`config.mk`:
```
export PLATFORM = sky130hd
export DESIGN_NAME = ads_scan_ctrl
export DESIGN_NICKNAME = d
export VERILOG_FILES = /design/src/rtl/ads_pkg.sv /design/src/rtl/ads_ch_arb.sv /design/src/rtl/ads_scan_ctrl.sv
export SDC_FILE = /design/constraint.sdc
export NUM_CORES = 1
export LEC_CHECK = 0
export ABC_CLOCK_PERIOD_IN_PS = 2340
export CORE_MARGIN = 10
export CORE_UTILIZATION = 45
export CTS_CLUSTER_DIAMETER = 40
export CTS_CLUSTER_SIZE = 28
export DETAILED_ROUTE_END_ITERATION = 7
export PLACE_DENSITY = 0.71
export SLEW_MARGIN = 20
export SYNTH_ARGS = -nofsm -noshare
export SYNTH_HDL_FRONTEND = slang
export SYNTH_SLANG_ARGS = --single-unit
export TNS_END_PERCENT = 5
```
`constraint.sdc`:
```
create_clock -name clk -period 2.34 [get_ports clk]
set_clock_uncertainty 0.05 [all_clocks]
set_input_delay 0.468 -clock clk [delete_from_list [all_inputs] [get_ports clk]]
set_output_delay 0.468 -clock clk [all_outputs]
set_load 0.005 [all_outputs]
```
`src/rtl/ads_pkg.sv`:
```
// Shared types and constants for the ADS1115-class scan controller:
// FSM states, pointer-register addresses and the config-word builder.
package ads_pkg;

  typedef enum logic [3:0] {
    S_IDLE, S_SEL, S_CFG, S_CFG_W, S_CONV, S_RD, S_RD_W, S_EMIT, S_GAP
  } state_t;

  localparam logic [1:0] REG_CONV = 2'd0;
  localparam logic [1:0] REG_CFG  = 2'd1;

  localparam logic       OS       = 1'b1;
  localparam logic       MUX_SE   = 1'b1;  // MUX[2]=1 selects AINx versus GND
  localparam logic       MODE_SS  = 1'b1;
  localparam logic [4:0] COMP_DIS = 5'b00011;

  function automatic logic [15:0] cfg_word(input logic [1:0] ch,
                                           input logic [2:0] pga,
                                           input logic [2:0] dr);
    return {OS, MUX_SE, ch, pga, MODE_SS, dr, COMP_DIS};
  endfunction

endpackage

```
`src/rtl/ads_ch_arb.sv`:
```
// Round-robin next-set-bit finder over the channel mask, searching upward
// from the current pointer with wrap; flags when the pick is the top channel.
module ads_ch_arb #(
  parameter int CH_NUM = 4
) (
  input  logic [CH_NUM-1:0] ch_mask,
  input  logic [1:0]        start,
  output logic              found,
  output logic [1:0]        next_ch,
  output logic              last
);

  logic       hi_found;
  logic [1:0] hi_ch;
  logic [1:0] lo_ch;
  logic [1:0] top_ch;

  // Descending scan leaves the lowest qualifying index in hi_ch / lo_ch.
  always_comb begin
    hi_found = 1'b0;
    hi_ch    = 2'd0;
    lo_ch    = 2'd0;
    top_ch   = 2'd0;
    for (int i = CH_NUM - 1; i >= 0; i--) begin
      if (ch_mask[i]) begin
        lo_ch = 2'(i);
        if (i >= int'(start)) begin
          hi_found = 1'b1;
          hi_ch    = 2'(i);
        end
      end
    end
    for (int i = 0; i < CH_NUM; i++) begin
      if (ch_mask[i]) top_ch = 2'(i);
    end
  end

  assign found   = |ch_mask;
  assign next_ch = hi_found ? hi_ch : lo_ch;
  assign last    = found && (next_ch == top_ch);

endmodule

```
`src/rtl/ads_scan_ctrl.sv`:
```
// Multi-channel single-shot scan controller for an ADS1115-class ADC behind
// the iic_cfg master. Define ADS_AVG_EN to average 2^AVG_SHIFT samples/channel.
module ads_scan_ctrl
  import ads_pkg::*;
#(
  parameter int         CH_NUM      = 4,
  parameter logic [2:0] PGA         = 3'b001,
  parameter logic [2:0] DR          = 3'b100,
  parameter int         CONV_CYCLES = 80000,
  parameter int         GAP_CYCLES  = 1000,
  parameter int         AVG_SHIFT   = 2
) (
  input  logic              clk,
  input  logic              rst_n,
  input  logic              scan_en,
  input  logic [CH_NUM-1:0] ch_mask,
  output logic              m_wr_req,
  output logic              m_rd_req,
  output logic [1:0]        m_reg_addr,
  output logic [15:0]       m_wdata,
  input  logic [15:0]       m_rdata,
  input  logic              m_done,
  input  logic              m_ack_err,
  output logic [15:0]       ad_voltage,
  output logic [1:0]        ad_ch,
  output logic              ad_voltage_valid,
  output logic              err,
  output logic              busy
);

  localparam int         CNT_MAX = (CONV_CYCLES > GAP_CYCLES) ? CONV_CYCLES : GAP_CYCLES;
  localparam int         CNT_W   = $clog2(CNT_MAX + 1);
  localparam logic [1:0] LAST_CH = 2'(CH_NUM - 1);

  if (CH_NUM < 1 || CH_NUM > 4 || AVG_SHIFT < 0 || AVG_SHIFT > 14) begin : g_param_chk
    $error("ads_scan_ctrl: parameter out of range");
  end

  state_t           state, nxt, end_st;
  logic [1:0]       ptr;
  logic             last_q;
  logic [CNT_W-1:0] cnt;
  logic             cnt_hit, in_wait, rsp_nack, rsp_ok, chan_done, more_smp;
  logic             arb_found, arb_last;
  logic [1:0]       arb_ch;

  ads_ch_arb #(.CH_NUM(CH_NUM)) u_arb (
    .ch_mask (ch_mask),
    .start   (ptr),
    .found   (arb_found),
    .next_ch (arb_ch),
    .last    (arb_last)
  );

`ifdef ADS_AVG_EN
  localparam int               ACC_W    = 16 + AVG_SHIFT;
  localparam logic [AVG_SHIFT:0] SMP_LAST = (AVG_SHIFT + 1)'((1 << AVG_SHIFT) - 1);

  logic signed [ACC_W-1:0] acc;
  logic [AVG_SHIFT:0]      n_smp;

  function automatic logic [15:0] avg_out(input logic signed [ACC_W-1:0] a);
    return 16'(a >>> AVG_SHIFT);
  endfunction

  assign more_smp = (n_smp != SMP_LAST);
`else
  logic [15:0] rd_q;

  assign more_smp = 1'b0;
`endif

  assign in_wait   = (state == S_CFG_W) || (state == S_RD_W);
  assign rsp_nack  = in_wait && m_done && m_ack_err;
  assign rsp_ok    = in_wait && m_done && !m_ack_err;
  assign chan_done = rsp_nack || (state == S_EMIT);
  assign cnt_hit   = (state == S_CONV) ? (cnt == CNT_W'(CONV_CYCLES - 1))
                                       : (cnt == CNT_W'(GAP_CYCLES - 1));
  // Where a finished (or skipped) channel leads: stop, end the round, or next bit.
  assign end_st    = !scan_en ? S_IDLE : (last_q ? S_GAP : S_SEL);
  assign busy      = (state != S_IDLE);

  always_ff @(posedge clk or negedge rst_n) begin
    if (!rst_n) state <= S_IDLE;
    else        state <= nxt;
  end

  always_comb begin
    nxt = state;
    case (state)
      S_IDLE:  if (scan_en && (|ch_mask)) nxt = S_SEL;
      S_SEL:   nxt = (scan_en && arb_found) ? S_CFG : S_IDLE;
      S_CFG:   nxt = S_CFG_W;
      S_CFG_W: if (m_done) nxt = m_ack_err ? end_st : S_CONV;
      S_CONV:  if (cnt_hit) nxt = S_RD;
      S_RD:    nxt = S_RD_W;
      S_RD_W:  if (m_done) nxt = m_ack_err ? end_st : (more_smp ? S_CFG : S_EMIT);
      S_EMIT:  nxt = end_st;
      S_GAP:   if (cnt_hit) nxt = scan_en ? S_SEL : S_IDLE;
      default: nxt = S_IDLE;
    endcase
  end

  always_ff @(posedge clk or negedge rst_n) begin
    if (!rst_n) begin
      ptr              <= 2'd0;
      last_q           <= 1'b0;
      cnt              <= '0;
      m_wr_req         <= 1'b0;
      m_rd_req         <= 1'b0;
      m_reg_addr       <= 2'd0;
      m_wdata          <= 16'd0;
      ad_voltage       <= 16'd0;
      ad_ch            <= 2'd0;
      ad_voltage_valid <= 1'b0;
      err              <= 1'b0;
`ifdef ADS_AVG_EN
      acc              <= '0;
      n_smp            <= '0;
`else
      rd_q             <= 16'd0;
`endif
    end else begin
      err              <= rsp_nack;
      ad_voltage_valid <= (state == S_EMIT);

      if (state == S_CONV || state == S_GAP) cnt <= cnt_hit ? '0 : cnt + 1'b1;
      else                                   cnt <= '0;

      if (state == S_SEL) begin
        ptr    <= arb_ch;
        last_q <= arb_last;
      end else if (chan_done) begin
        ptr <= (ptr == LAST_CH) ? 2'd0 : ptr + 2'd1;
      end

      // Requests are held until m_done and released on the following edge.
      if (state == S_CFG) begin
        m_wr_req   <= 1'b1;
        m_reg_addr <= REG_CFG;
        m_wdata    <= cfg_word(ptr, PGA, DR);
      end else if (state == S_CFG_W && m_done) begin
        m_wr_req <= 1'b0;
      end

      if (state == S_RD) begin
        m_rd_req   <= 1'b1;
        m_reg_addr <= REG_CONV;
      end else if (state == S_RD_W && m_done) begin
        m_rd_req <= 1'b0;
      end

      if (state == S_EMIT) ad_ch <= ptr;
`ifdef ADS_AVG_EN
      if (state == S_SEL) begin
        acc   <= '0;
        n_smp <= '0;
      end else if (state == S_RD_W && rsp_ok) begin
        acc   <= acc + ACC_W'($signed(m_rdata));
        n_smp <= n_smp + 1'b1;
      end
      if (state == S_EMIT) ad_voltage <= avg_out(acc);
`else
      if (state == S_RD_W && rsp_ok) rd_q <= m_rdata;
      if (state == S_EMIT) ad_voltage <= rd_q;
`endif
    end
  end

endmodule

```
==> results_tabular.tex <==
\begin{tabular}{lr}
\hline
Metric & Value \\
\hline
\multicolumn{2}{l}{\textbf{Pwr}} \\
Largest voltage drop on the vdd net & $\sim$530 uV \\
Ratio of total power to cell area & $\sim$930 nW/um2 \\
Standby leakage power & between 1.5 and 2 nW \\
\multicolumn{2}{l}{\textbf{Timing}} \\
Final-report setup violation count & 0 \\
Time the final worst path needs with I/O delays and setup & roughly 2100 ps \\
Hold Worst Slack & 96.1 ps \\
Final period utilization & 0.913 \\
Unrepaired setup endpoints after global routing & false \\
Max-slew violation count & 0 \\
Max\_slew headroom & 0.594 \\
Least-Margin Pin Slew & around 600 ps \\
Hold violation count in the final report & 0 \\
Top achievable clock speed & 0.468 GHz \\
Final setup TNS & 0 ps \\
\multicolumn{2}{l}{\textbf{Synthesis}} \\
Post-synth EDFFs & 0 \\
Post-Synthesis Cell Area & roughly 3100 um2 \\
Mapped Avg Cell Area & between 10 and 15 um2 \\
Dominant combinational cell family by area after synthesis & simple AND/OR/NAND/NOR gates \\
Synthesis Warnings & 0 \\
Synth Area in Compound Gates & 0.0687 \\
Post-synthesis mux area share & 0.132 \\
Synth Flop Type & sky130\_fd\_sc\_hd\_\_dfrtp\_1 \\
Flip-flop and latch count after synthesis & 66 \\
Share of flip-flops with an asynchronous set or reset & 1.00 \\
Count of different cell masters after synthesis & 50 \\
Parity-gate share of the synthesized area counting xor and xnor cells & 0.0419 \\
Simple-gate area share of the yosys netlist & 0.156 \\
Synth Area in Adders & 0.0160 \\
Cells after Synth & roughly 280 \\
Sequential share of the synthesized area & 0.527 \\
\multicolumn{2}{l}{\textbf{Hold path}} \\
Type of the most critical hold path & primary input to asynchronous set/reset pin \\
\multicolumn{2}{l}{\textbf{Global route}} \\
All-Layer GR Usage & 0.127 \\
Pin count of the biggest net entering global routing & 67 \\
Antenna violations before repair & 0 \\
Final global-route overflow total & 0 \\
Vias in the first global route & $\sim$2200 \\
Global-route wire length before repair & 10700 um \\
\multicolumn{2}{l}{\textbf{Routing}} \\
Detail-routed net length per standard cell & 14.4 um \\
Met2 Routed Length & between 3000 and 4000 um \\
Met1 wire length & roughly 2800 um \\
WL final & 6360 um \\
Met3 wire length & roughly 490 um \\
Router iterations before antenna repair & 6 \\
Remaining design rule violation count & 0 \\
Via density per instance & $\sim$5.0 \\
Number of DRC violations after detailed-routing iteration 0 & 95 \\
Via count of the routed design & between 2000 and 2500 \\
Number of nets with antenna violations after routing & 0 \\
Uppermost layer routed & met4 \\
\multicolumn{2}{l}{\textbf{Die}} \\
Die Ht & 103 um \\
Die area & between 10000 and 15000 um2 \\
Area inside the core boundary & between 6000 and 7000 um2 \\
Site row count & 30 \\
Width of the chip & $\sim$100 um \\
Starting density of the core & 0.461 \\
Ports placed on the boundary & 66 \\
\multicolumn{2}{l}{\textbf{CTS}} \\
Cts-stage hold buffer count & 0 \\
Number of buffers inserted to repair setup after CTS & 0 \\
Clock sinks & 66 \\
Clock Tree Buf Depth & 2 \\
TritonCTS Buffers & 9 \\
Total number of H-tree levels & 3 \\
Clk Tree Root Cell & sky130\_fd\_sc\_hd\_\_clkbuf\_8 \\
\# resized after CTS & 0 \\
Register clock-pin slew on the reported worst setup and hold paths & around 80 ps \\
Later-pin clock latency in the skew report & about 340 ps \\
Clock tree from TritonCTS & yes \\
\multicolumn{2}{l}{\textbf{Final layout}} \\
Post-layout nets & approximately 370 \\
Antenna diode instance count & 0 \\
Area of all placed cells without fillers & about 4000 um2 \\
Area grow syn2layout & 26.9\% \\
Fill cell count & 591 \\
Final Util & 0.586 \\
Fraction of final layout cells with drive strength greater than 1 & 0.188 \\
\multicolumn{2}{l}{\textbf{Setup path}} \\
Setup crit start kind & register \\
Worst EP arrival & between 1500 and 2000 ps \\
Maximum fanout along the worst path & 11 \\
Worst Setup End Kind & primary output \\
Worst EP required & roughly 1800 ps \\
Class of the most critical setup path & register to primary output \\
\multicolumn{2}{l}{\textbf{Outcome}} \\
Status & completed \\
\multicolumn{2}{l}{\textbf{Place}} \\
Area post-placement & $\sim$3800 um2 \\
Routability cong. & 0.856 \\
Placed wire-length estimate & 4550 um \\
Number of input and output port buffers inserted & 57 \\
\multicolumn{2}{l}{\textbf{Flow run}} \\
Max Cap Viol & 0 \\
\hline
\end{tabular}
## cell usage after synthesis, types with 2 or more instances
cell | instances | share of area
sky130_fd_sc_hd__o21ai_0 | 8 | 0.013
sky130_fd_sc_hd__nand4_1 | 3 | 0.0060
sky130_fd_sc_hd__a21oi_1 | 11 | 0.018
sky130_fd_sc_hd__buf_2 | 7 | 0.011
sky130_fd_sc_hd__nand2_1 | 18 | 0.022
sky130_fd_sc_hd__nand3b_1 | 2 | 0.0048
sky130_fd_sc_hd__nor3_1 | 7 | 0.011
sky130_fd_sc_hd__inv_1 | 6 | 0.0072
sky130_fd_sc_hd__nor3b_1 | 3 | 0.0072
sky130_fd_sc_hd__mux2i_1 | 3 | 0.0096
sky130_fd_sc_hd__mux2_1 | 3 | 0.011
sky130_fd_sc_hd__and4_1 | 2 | 0.0056
sky130_fd_sc_hd__nor2b_1 | 4 | 0.0080
sky130_fd_sc_hd__or3_1 | 2 | 0.0040
sky130_fd_sc_hd__nor4_1 | 2 | 0.0040
sky130_fd_sc_hd__nor2_1 | 27 | 0.032
sky130_fd_sc_hd__nand2b_1 | 3 | 0.0060
sky130_fd_sc_hd__nand3_1 | 9 | 0.014
sky130_fd_sc_hd__a31oi_1 | 3 | 0.0060
sky130_fd_sc_hd__xnor2_1 | 5 | 0.014
sky130_fd_sc_hd__dfrtp_1 | 66 | 0.53
sky130_fd_sc_hd__mux2_2 | 31 | 0.11
sky130_fd_sc_hd__xor2_1 | 10 | 0.028
sky130_fd_sc_hd__ha_1 | 4 | 0.016
sky130_fd_sc_hd__buf_4 | 14 | 0.034
sky130_fd_sc_hd__or2_2 | 2 | 0.0040
## metal layers
metal  global-route usage  up-vias
met4               0.0492        0
met3               0.0478        2
met1                0.158     1069
met2                0.194       58
li1                     -     1068
met5                    0        -
## cell type report
| type | instances | area (um2) | share of cell area |
|---|---|---|---|
| clock inverter | 6 | 66.3 | 0.0167 |
| inverter | 6 | 22.5 | 0.00566 |
| sequential | 66 | 1650 | 0.415 |
| timing repair buffer | 67 | 653 | 0.164 |
| tap | 96 | 120 | 0.0302 |
| multi-input combinational | 190 | 1330 | 0.334 |
| clock buffer | 10 | 138 | 0.0346 |
## power breakdown
| group | internal (mW) | leakage (nW) | switching, mW |
|---|---|---|---|
| logic | 0.650 | 0.797 | 0.559 |
| clock network | 0.520 | 0.0945 | 0.440 |
| registers | 1.39 | 0.887 | 0.162 |
## logic make-up (layout without fill, tap and decap cells)
group	after synthesis	in the layout
adder cells (fa/ha/maj)	4	4
multiplexers	37	37
other	1	8
buffers and inverters	30	89
XOR/XNOR	15	15
AND/OR/NAND/NOR	93	93
AO/OA/AOI/OAI	33	33
flip-flops	66	66
## worst max-delay path, stage by stage (launching register included)
cell and delay, ps:
sky130_fd_sc_hd__dfrtp_1 540, sky130_fd_sc_hd__nor2_1 90, sky130_fd_sc_hd__nand2_1 110, sky130_fd_sc_hd__clkdlybuf4s50_1 530
## metrics by stage
stage	power (mW)	setup WS, ps	instances
floorplan	2.31	647	286
global placement	2.76	249	425
detailed placement	2.79	197	425
CTS	3.77	180	441
global route	3.98	120	441
finish	3.72	204	441
## registers in the layout, indices dropped and copies added, names as in the netlist, 2 cells and up
signal      cells
cnt            17
ad_voltage     16
rd_q           16
state           4
m_wdata         3
ad_ch           2
ptr             2
## placed cells by master, fill, tap and decap left out, types with 8 or more instances in the layout
master and instances:
sky130_fd_sc_hd__dfrtp_1 66, sky130_fd_sc_hd__clkdlybuf4s50_1 56, sky130_fd_sc_hd__a21oi_1 11, sky130_fd_sc_hd__clkbuf_8 10, sky130_fd_sc_hd__nand2_1 18, sky130_fd_sc_hd__nand3_1 9, sky130_fd_sc_hd__xor2_1 10, sky130_fd_sc_hd__o21ai_0 8
sky130_fd_sc_hd__conb_1 8, sky130_fd_sc_hd__nor2_1 27, sky130_fd_sc_hd__buf_4 9, sky130_fd_sc_hd__mux2_2 31
## worst paths after layout
path,from,end,slack (ps),cells after the start
hold reg to reg,cnt[0]$_DFF_PN0_,cnt[0]$_DFF_PN0_,410,1
hold / removal,rst_n,cnt[16]$_DFF_PN0_,100,2
min in group clk,cnt[0]$_DFF_PN0_,cnt[0]$_DFF_PN0_,410,1
max in group asynchronous,rst_n,ptr[0]$_DFFE_PN0P_,1880,2
setup / recovery,state[3]$_DFFE_PN0P_,busy,200,3
setup reg to reg,cnt[0]$_DFF_PN0_,cnt[10]$_DFF_PN0_,490,6
Note: power is estimated with default switching activity, not from simulation.
